==> src/rtl/sixteen_bit_multiply_seq.sv <==
`default_nettype none
// ============================================================================
// Module   : sixteen_bit_multiply_seq
// Purpose  : Sequential signed 16x16 multiplier (shift-and-add, one partial
//            product per cycle). Returns the low 16 bits of the true signed
//            product plus an overflow flag when the product does not fit in
//            16-bit two's complement.
// Ports    : clk      - clock, rising edge
//            rst      - synchronous active-high reset
//            start    - request a multiply (sampled only while idle)
//            a, b     - two's-complement operands, captured on accepted start
//            busy     - operation in flight
//            done     - one-cycle completion pulse
//            product  - wrapped 16-bit product, held until next completion
//            overflow - product outside [-32768, 32767], held with product
// Revision : 1.0 - initial release
// ============================================================================
module sixteen_bit_multiply_seq (
  input  logic        clk,
  input  logic        rst,
  input  logic        start,
  input  logic [15:0] a,
  input  logic [15:0] b,
  output logic        busy,
  output logic        done,
  output logic [15:0] product,
  output logic        overflow
);

  typedef enum logic [1:0] {
    S_IDLE   = 2'd0,
    S_RUN    = 2'd1,
    S_FINISH = 2'd2
  } state_t;

  localparam logic [4:0] c_LAST_ITER = 5'd15;

  state_t      r_state;
  state_t      w_state_nxt;

  logic [31:0] r_mcand;   // multiplicand magnitude, shifted left each RUN cycle
  logic [15:0] r_mplier;  // multiplier magnitude, shifted right each RUN cycle
  logic [31:0] r_acc;
  logic [4:0]  r_cnt;
  logic        r_sign;
  logic        r_busy;
  logic        r_done;
  logic [15:0] r_product;
  logic        r_overflow;

  logic [15:0] w_abs_a;
  logic [15:0] w_abs_b;
  logic [31:0] w_p;
  logic        w_ovf;

  // Magnitudes as unsigned 16-bit values; |-32768| = 0x8000 is representable.
  assign w_abs_a = a[15] ? (~a + 16'd1) : a;
  assign w_abs_b = b[15] ? (~b + 16'd1) : b;

  // Signed result. A zero magnitude negates to zero, so no sign artefact.
  assign w_p   = r_sign ? (~r_acc + 32'd1) : r_acc;
  // Fits in 16 bits only when bits 31..15 are all copies of the sign bit.
  assign w_ovf = ~((&w_p[31:15]) | ~(|w_p[31:15]));

  // State register
  always_ff @(posedge clk) begin
    if (rst) begin
      r_state <= S_IDLE;
    end else begin
      r_state <= w_state_nxt;
    end
  end

  // Next-state logic
  always_comb begin
    w_state_nxt = r_state;
    case (r_state)
      S_IDLE: begin
        if (start) begin
          w_state_nxt = S_RUN;
        end
      end
      S_RUN: begin
        if (r_cnt == c_LAST_ITER) begin
          w_state_nxt = S_FINISH;
        end
      end
      S_FINISH: begin
        w_state_nxt = S_IDLE;
      end
      default: begin
        w_state_nxt = S_IDLE;
      end
    endcase
  end

  // Datapath and registered outputs
  always_ff @(posedge clk) begin
    if (rst) begin
      r_mcand    <= 32'd0;
      r_mplier   <= 16'd0;
      r_acc      <= 32'd0;
      r_cnt      <= 5'd0;
      r_sign     <= 1'b0;
      r_busy     <= 1'b0;
      r_done     <= 1'b0;
      r_product  <= 16'd0;
      r_overflow <= 1'b0;
    end else begin
      r_done <= 1'b0;
      case (r_state)
        S_IDLE: begin
          if (start) begin
            r_mcand  <= {16'd0, w_abs_a};
            r_mplier <= w_abs_b;
            r_sign   <= a[15] ^ b[15];
            r_acc    <= 32'd0;
            r_cnt    <= 5'd0;
            r_busy   <= 1'b1;
          end
        end
        S_RUN: begin
          if (r_mplier[0]) begin
            r_acc <= r_acc + r_mcand;
          end
          r_mcand  <= {r_mcand[30:0], 1'b0};
          r_mplier <= {1'b0, r_mplier[15:1]};
          r_cnt    <= r_cnt + 5'd1;
        end
        S_FINISH: begin
          r_product  <= w_p[15:0];
          r_overflow <= w_ovf;
          r_done     <= 1'b1;
          r_busy     <= 1'b0;
        end
        default: begin
          r_busy <= 1'b0;
        end
      endcase
    end
  end

  assign busy     = r_busy;
  assign done     = r_done;
  assign product  = r_product;
  assign overflow = r_overflow;

endmodule
`default_nettype wire

==> config.mk <==
export PLATFORM = sky130hd
export DESIGN_NAME = sixteen_bit_multiply_seq
export DESIGN_NICKNAME = d
export VERILOG_FILES = /design/src/rtl/sixteen_bit_multiply_seq.sv
export SDC_FILE = /design/constraint.sdc
export NUM_CORES = 1
export LEC_CHECK = 0
export BUFFER_PORTS_ARGS = -buffer_cell sky130_fd_sc_hd__buf_2
export CAP_MARGIN = 10
export CORE_ASPECT_RATIO = 0.5
export CORE_MARGIN = 1.5
export CORE_UTILIZATION = 30
export DETAILED_ROUTE_END_ITERATION = 8
export PLACE_DENSITY = 0.58
export SYNTH_ARGS = -nofsm -noshare
export SYNTH_HDL_FRONTEND = slang
export SYNTH_SLANG_ARGS = --single-unit
==> constraint.sdc <==
create_clock -name clk -period 7.7 [get_ports clk]
set_input_delay 1.155 -clock clk [delete_from_list [all_inputs] [get_ports clk]]
set_output_delay 1.155 -clock clk [all_outputs]
set_load 0.03 [all_outputs]
# --- Word-level counts from Yosys, hierarchy flattened ---
# Index checks and enable logic that the tools add are counted.
op_classes:
  n_mux: 18
  bitwise_logic: 8
  add_sub_neg: 5
  n_eq_ne: 6
  n_reduce_logical: 9
op_table:
  columns: ["cell", "count"]
  rows:
  - ["two-way mux 32 bit", 4]
  - ["one-hot mux 32 bit (2 select lines)", 2]
  - ["two-way mux 16 bit", 3]
  - ["adder 16 x 1 -> 16 bit (second input constant)", 2]
  - ["adder 32 x 1 -> 32 bit (second input constant)", 1]
  - ["adder 32 bit", 1]
  - ["NOT 16 bit", 2]
  - ["NOT 32 bit", 1]
  - ["one-hot mux 16 bit (2 select lines)", 1]
  - ["AND reduction 17 bit", 1]
  - ["OR reduction 17 bit", 1]
  - ["one-hot mux 5 bit (2 select lines)", 1]
  - ["AND reduction 2 bit", 4]
  - ["inequality test 2 bit (second input constant)", 3]
  - ["adder 5 x 1 -> 5 bit (second input constant)", 1]
  - ["equality test 5 x 4 -> 1 bit (second input constant)", 1]
  - ["two-way mux 5 bit", 1]
  - ["two-way mux 2 bit", 2]
  - ["one-hot mux 2 bit (2 select lines)", 1]
  - ["NOT 1 bit", 3]
  - ["AND reduction 3 bit", 1]
  - ["equality test 2 x 1 -> 1 bit (second input constant)", 1]
  - ["equality test 2 bit (second input constant)", 1]
  - ["zero test 2 bit", 1]
  - ["5 further kinds", 6]
totals:
  output_inout_bits: 19
  wordCells: 56
  register_bits: 107
  inputBits: 35

# --- Depth between registers and ports, before layout ---
# Gate-level depths: netlist of run 1.
logic_depth:
  depth_word: 7
  depth_mapped: 12

# --- Least setup slack after synthesis of run 1 ---
# No wires, ideal clock.
synth_timing:
  path_kind: "reg2reg"
  start: "register r_acc[19]"
  end: "register r_overflow (netlist: overflow)"
  arrival_ns: 3.234
  required_ns: 7.572
  setup_ns: 0.128
  setup_slack_ns: 4.338
  path_stages_with_launch: 12
  period_less_slack_ns: 3.362
  cell_sequence: "dfxtp_1 > buf_6 > or4_4 > or2_1 > or4b_1 > buf_2 > mux2_2 > a32oi_1 > or4_1 > or4_1 > o311ai_1 > o21ai_1"
synth_via:
  elab_chain_len: 7
synth_rtl:
  columns: ["item", "line", "rtl"]
  rows:
  - ["start: declaration", "43", "logic [31:0] r_acc;"]
  - ["start signal: assignment", "124", "r_acc <= r_acc + r_mcand;"]
  - ["NOT 32 bit", "61", "assign w_p = r_sign ? (~r_acc + 32'd1) : r_acc;"]
  - ["adder 32 x 1 -> 32 bit", "61", null]
  - ["two-way mux 32 bit *", "61", null]
  - ["OR reduction 17 bit", "63", "assign w_ovf = ~((&w_p[31:15]) | ~(|w_p[31:15]));"]
  - ["NOT 1 bit", "63", null]
  - ["OR 1 bit *", "63", null]
  - ["NOT 1 bit *", "63", null]
  - ["end signal: assignment", "132", "r_overflow <= w_ovf;"]
  - ["end: declaration", "49", "logic r_overflow;"]
# Every way passes the cells marked *; elsewhere a longest branch is shown, timed or not.
# A chain may end at the register's enable or synchronous reset.

# --- Worst setup path in the final report of run 1 ---
layout_timing:
  start: "register r_acc[9]"
  end: "register r_overflow (netlist: overflow)"
layout_via:
  elab_chain_len: 7
layout_rtl:
  columns: ["item", "line"]
  rows:
  - ["NOT 32 bit *", "61"]
  - ["adder 32 x 1 -> 32 bit *", "61"]
  - ["two-way mux 32 bit *", "61"]
  - ["OR reduction 17 bit", "63"]
  - ["NOT 1 bit", "63"]
  - ["OR 1 bit *", "63"]
  - ["NOT 1 bit *", "63"]
# Marked as above.

==> metrics.md, run 1 <==
| Metric | Value |
|---|---|
| Initial core utilization | `30.7%` |
| Die width | `219 um` |
| Synth Area in XOR/XNOR | `between 8 and 9%` |
| Synth-to-Final Area Change | `11.8%` |
| Tightest Pin Transition | `around 0.98 ns` |
| Mapped Cells | `approximately 910` |
| CTS tree | `yes` |
| Total power | `approximately 1200 uW` |
| Remaining antenna violation count after routing | `0` |
| Max Clock Skew | `0.00824 ns` |
| Clk root buf | `clkbuf_16` |
| Cts repair resizes | `0` |
| Drt pass-1 iters | `5` |
| R2R depth | `9` |
| Unrepaired setup endpoints after global routing | `no` |
| Initial antenna violation count | `1` |
| Most used DFF post-synth | `dfxtp_1` |
| Clock slew at reported path FFs | `about 0.08 ns` |
| Max transition margin | `around a third` |
| Max rail drop VDD | `around 0.083 mV` |
| Core ar. | `approximately 23,000 um2` |
| Die area | `between 20,000 and 25,000 um2` |
| Seq cells post-synth | `approximately 110` |
| Most frequent cells in the layout | `107 x dfxtp_1, 100 x nor2_1, 95 x nand2_1` |
| Largest family of logic cells by synthesized area | `compound AO/OA/AOI/OAI gates` |
| Iteration-0 DRC count of the detailed router | `553` |
| Post-Synth Adder-Cell Area | `roughly 6.7%` |
| Worst hold path class | `reg -> reg` |
| Final hold vios | `0` |
| Leakage power | `roughly 0.0031 uW` |
| Number of port buffers | `53` |
| GPL Wtd Cong | `0.897` |
| Hold-fix buffer count after cts | `0` |
| Simple-Gate Fraction of Synth Area | `around 23%` |
| First-pass GRT wire length | `a little over 30,000 um` |
| Setup Buffers After CTS | `0` |
| Syn_area_per_cell | `slightly below 8 um2` |
| Drt total wl | `19,200 um` |
| # IOs | `between 50 and 60` |
| Yosys warns | `0` |
| Compound-Gate Fraction of Synth Area | `26.0%` |
| Die Y | `approximately 110 um` |
| Dpl hpwl | `roughly 14,000 um` |
| Setup TNS | `0 ns` |
| Hold depth | `2` |
| Sequential area share after synthesis | `just over 30%` |
| Share of cells above drive strength 1 | `roughly 10%` |
| Fmax | `approximately 260 MHz` |
| Vias in the first global route | `5,967` |
| WP data required | `between 7 and 8 ns` |
| Total grt overflow | `0` |
| Synthesized area | `approximately 7000 um2` |
| Clock Sinks | `between 100 and 150` |
| # DRC | `0` |
| Crit path launch type | `flop` |
| Critical path peak fanout | `9` |
| Unique cell type count in the Yosys netlist | `about 70` |
| Endpoints failing setup | `0` |
| Crit path kind | `reg -> reg` |
| Multiplexer share of the synthesized area | `approximately 1.3%` |
| Cts bufs inserted | `9` |
| Final period util | `~50%` |
| Vias/cell | `5.35` |
| PwrDens | `~160 nW/um2` |
| Commonest non-fill, non-tap cell in the layout | `dfxtp_1` |
| Total track usage | `about 16%` |
| Minimum clock period | `about 3.9 ns` |
| Site Rows | `39` |
| Crit end category | `flop` |
| Latest clock arrival within the worst-skew pair | `between 0.3 and 0.4 ns` |
| Largest net degree at the start of global routing | `between 70 and 80` |
| Arr. time, crit path | `about 4.1 ns` |
| Via count | `6,632` |
| DR WL/cell | `15.5 um` |
| H-tree levels | `3` |
| Max cap viols | `0` |
| Nets | `998` |
| Status | `complete, no violations` |
| Post-synth ARST share | `0%` |
| EDFF count, synth | `0` |
| Syn nets | `~980` |
| CTS Buffer Depth | `2` |
| Fin. max-slew vios | `0` |
critical path, stage by stage, from the launching register on:
cell and delay, ns:
dfxtp_1 0.39, nor3_1 0.62, nand4_2 0.36, or4b_1 0.74
mux2_2 0.28, a32oi_1 0.08, or4_1 0.55, or4_1 0.52
o311ai_1 0.10, o21ai_1 0.10
cell type report:
cell class	instances	area (um2)
diodes	1	2.50
clock buffers	9	225
well taps	307	384
fillers	2422	15000
repair buffers	63	343
multi-input cells	722	4580
flip-flops and latches	107	2140
clock inverters	7	81.3
inverters	23	86.3
state kept, by name, summed over array words and instances, names as in the netlist, 2 cells and up:
| register | cells |
|---|---|
| product | 16 |
| r_mplier | 16 |
| r_acc | 32 |
| r_mcand | 32 |
| r_state | 2 |
| r_cnt | 5 |
per-layer routing:
metal  vias up  wire length [um]  GRT usage [%]
li1       3364                 -              -
met1      3104              9890           23.6
met2       149              7930           23.2
met3        15              1150           2.58
met4         0               193           3.56
met5         -                 0              0
stage by stage:
step | instances | hold WS (ns) | cell area, um2 | worst slack (ns) | utilization (%)
4_1_cts | 1238 | 0.474 | 7840 | 3.85 | 34.3
3_3_place_gp | 1222 | 0.460 | 7540 | 3.91 | 32.9
3_5_place_dp | 1222 | 0.461 | 7540 | 3.89 | 32.9
6_report | 1239 | 0.477 | 7850 | 3.85 | 34.3
2_1_floorplan | 907 | 0.445 | 7020 | 4.34 | -
5_1_grt | 1239 | 0.503 | 7850 | 3.59 | 34.3
Yosys cell counts (3+ instances only):
library cell  number  share of area, %
or3_1             20               1.8
mux2_2             3              0.48
dfxtp_1          107                31
nor2b_1            8              0.71
inv_1             23               1.2
nand3b_1           6              0.64
a22o_1             3              0.37
a221oi_1           8               1.0
and3_1             7              0.62
o31a_1             3              0.37
buf_2              3              0.21
nand4_1            6              0.54
nor3_1            21               1.5
nand4b_1           4              0.50
a32oi_1            9               1.1
nand2b_1           6              0.54
o21bai_1           5              0.54
ha_1              36               6.4
xnor2_1           37               4.6
a211oi_1          20               2.1
xor2_1            29               3.6
a21oi_1           87               6.2
a22oi_1           40               4.3
o211ai_1           3              0.32
nor2_1           102               5.5
o21ai_0           35               2.5
o21a_1             6              0.64
nor4_1             4              0.36
clkbuf_1          47               2.5
nand3_1           31               2.2
mux2i_1            6              0.86
o41ai_1            7              0.87
a21o_1            12               1.3
nand2_1           95               5.1
or4_1              9              0.96
o31ai_1           16               1.7
cell families after synthesis:
logic type | count (synthesis)
xor+xnor | 66
compound gates | 276
flops | 107
mux | 9
simple gates | 334
buf+inv | 78
fa+ha+maj | 37
path summary, 6_finish.rpt:
check / start / to / slack [ns]
worst max register to register: r_acc[9] / overflow / 3.85
worst min register to register: overflow / overflow / 0.48
worst max-delay path: r_acc[9] / overflow / 3.85
worst min-delay path: overflow / overflow / 0.48
where the power goes:
| part | switching, uW | internal, uW | leakage [uW] |
|---|---|---|---|
| Combinational | 107 | 60.1 | 0.00210 |
| Sequential | 18.8 | 568 | 0.000868 |
| Clock | 244 | 232 | 0.000150 |
Power figures use the tool's default switching activity.
==> inputs of run 2 (changes only) <==
Settings changed: ABC_AREA set to 1, PLACE_DENSITY 0.58 to 0.59.
Clock period 7.7 ns to 3.2 ns, I/O delays scaled along.
==> run 2 against run 1 <==
Net effect: final area is 7.0% higher; largest power group unchanged; core utilization up 0.16 points; cell count increased by 27%; critical path type unchanged; first-iteration DRC count down 22%; clock power up 120%; combinational power increased to 2.7 times the previous value; maximum frequency increased by 60%; critical endpoint is now r_acc[30]; largest cell class unchanged; routed wire length rose by 18%.
==> metrics.md, run 2 <==
| Metric | Value |
|---|---|
| Post-synth top area cell | `dfxtp_1` |
| Hold depth | `3` |
| Die Y | `115 um` |
| Sw power | `roughly 870 uW` |
| Crit path kind | `reg -> reg` |
| Commonest non-fill, non-tap cell in the layout | `nand2_1` |
| Unique cell type count in the Yosys netlist | `48` |
| CTS Buffer Depth | `2` |
| R2R depth | `12` |
| WP data required | `3.43 ns` |
| DR WL/cell | `14.4 um` |
| Proportion of power drawn by the clock network | `36.7%` |
| Synthesized area | `roughly 7600 um2` |
| Fmax | `416 MHz` |
| Dpl hpwl | `between 15,000 and 20,000 um` |
| Cts bufs inserted | `9` |
| R2r setup slk | `roughly 0.8 ns` |
| Syn nets | `1,270` |
| Die width | `about 230 um` |
| Hold-fix buffer count after cts | `0` |
| Clock Sinks | `around 110` |
| # IOs | `54` |
| Fin. max-slew vios | `0` |
| Placed insts | `1,556` |
| Remaining antenna violation count after routing | `0` |
| Cts repair resizes | `0` |
| Most frequent cells in the layout | `350 x nand2_1, 128 x a21oi_1, 109 x nor2_1` |
| Core ar. | `24,400 um2` |
| Number of port buffers | `53` |
| Max transition margin | `28.2%` |
| Clock slew at reported path FFs | `around 0.080 ns` |
| R2r endpoint | `r_acc[30]` |
| Latest clock arrival within the worst-skew pair | `around 0.36 ns` |
| Most instantiated library cell after synthesis | `nand2_1` |
| Via count | `7,875` |
| Antenna diode count | `0` |
| Sw frac | `slightly below 30%` |
| Tightest Pin Transition | `approximately 1.1 ns` |
| Die area | `roughly 26,000 um2` |
| Share of the synthesized area in the top cell type | `around 28%` |
| Drt total wl | `22,600 um` |
| Initial antenna violation count | `0` |
| Initial core utilization | `between 30% and 40%` |
| Worst Hold End | `r_mcand[0]` |
| Final Util | `roughly a third` |
| CTS tree | `yes` |
| Arr. time, crit path | `roughly 2.6 ns` |
| Largest registers | `r_acc x32, r_mcand x32` |
| Crit end category | `flop` |
| Max Clock Skew | `0.0116 ns` |
| Site Rows | `40` |
| Clk root buf | `clkbuf_16` |
| Setup TNS | `0 ns` |
| Total grt overflow | `0` |
| Crit path launch type | `flop` |
| H-tree levels | `3` |
| Sequential area share after synthesis | `around 28%` |
| Leakage power | `around 0.0038 uW` |
| Endpoints failing setup | `0` |
| Most used DFF post-synth | `dfxtp_1` |
| Vias in the first global route | `between 7,000 and 8,000` |
| Synth-to-Final Area Change | `11.1%` |
| Sequential share of power | `48.2%` |
| Largest net degree at the start of global routing | `a little over 80` |
| Mapped Cells | `approximately 1,200` |
| Iteration-0 DRC count of the detailed router | `approximately 430` |
| Unrepaired setup endpoints after global routing | `no` |
| Minimum clock period | `2.41 ns` |
| Yosys warns | `0` |
| Total track usage | `around 18%` |
| Status | `complete, no violations` |
| Syn_area_per_cell | `6.31 um2` |
| Worst hold path class | `in -> reg` |
| Combinational power share | `15.2%` |
| Internal | `2060 uW` |
| Critical path peak fanout | `5` |
| Total power | `around 2900 uW` |
| GPL Wtd Cong | `around 0.95` |
| PwrDens | `about 350 nW/um2` |
| Commonest cells post-synth | `350 x nand2_1, 128 x a21oi_1, 111 x nor2_1` |
| Reg2reg start | `r_acc[1]` |
| Seq cells post-synth | `107` |
| Nets | `roughly 1,300` |
| Share of cells above drive strength 1 | `approximately 9.9%` |
| First-pass GRT wire length | `~37,000 um` |
| Post-synth ARST share | `0%` |
| Max cap viols | `0` |
| Max rail drop VDD | `0.226 mV` |
| Setup Buffers After CTS | `0` |
| Fin cells | `between 1,500 and 2,000` |
| # DRC | `0` |
| EDFF count, synth | `0` |
| Drt pass-1 iters | `5` |
| Final period util | `around 75%` |
| Final hold vios | `0` |
| Hold path startpoint | `a[0]` |
| Vias/cell | `5.01` |
| Area contributors post-synth | `dfxtp_1 28%, nand2_1 17%, a21oi_1 8.5%, ha_1 6.0%, nand3_1 5.7%` |
[run 2: cell families (layout without fill, tap and decap cells)]
logic type,Yosys count,in the layout,synth area share (%)
AND/OR/NAND/NOR,633,633,36.2
buffers and inverters,140,177,7.80
adder cells (fa/ha/maj),37,37,6.23
AO/OA/AOI/OAI,261,261,19.1
XOR/XNOR,20,20,2.32
flip-flops,107,107,28.4
[run 2: stage by stage]
step	hold slack [ns]	worst slack [ns]	area (um2)
floorplan	0.439	1.23	7550
global placement	0.449	0.828	8120
detailed placement	0.456	0.834	8120
CTS	0.413	0.804	8390
global route	0.413	0.538	8390
finish	0.422	0.794	8390
[run 2: cell type report]
cell class | count | area (um2)
clock buffers | 10 | 229
clock inverters | 5 | 47.5
fillers | 2656 | 16000
inverters | 101 | 379
multi-input cells | 951 | 4840
flip-flops and latches | 107 | 2140
well taps | 336 | 420
repair buffers | 61 | 338
[run 2: worst max path at each step]
stage	endpoint	startpoint	depth (start not counted)
3_5_place_dp	r_acc[30]	r_acc[0]	13
3_3_place_gp	r_mcand[13]	start	8
4_1_cts	r_acc[30]	r_acc[0]	13
6_report	r_acc[30]	r_acc[1]	12
5_1_grt	r_acc[30]	r_acc[0]	13
2_1_floorplan	r_acc[30]	r_mcand[0]	13
[run 2: critical path: stages (launching register included)]
cell and delay, ns:
dfxtp_1 0.40, inv_1 0.16, fa_1 0.46, inv_1 0.07
nand3_1 0.06, nand2_1 0.17, a21boi_1 0.12, o21ai_0 0.40
nand3_1 0.12, nand2_1 0.10, a21oi_1 0.06, o21ai_0 0.08
a21oi_1 0.08
[run 2: power by group through the flow]
stage | clock network, uW | logic [uW] | registers, uW
final | 1070 | 444 | 1410
after global routing | 1150 | 503 | 1420
after CTS | 1100 | 445 | 1410
after detailed placement | 0 | 444 | 1440
after global placement | 0 | 438 | 1440
after floorplan | 0 | 329 | 1420
[run 2: metal layers]
layer  up-vias  GRT usage, %  share of wire (%)
met5         -             0                  0
met4         0          4.46                1.4
met3        19          2.86                6.2
met2       222          28.1                 42
met1      3557          25.0                 50
li1       4077             -                  -
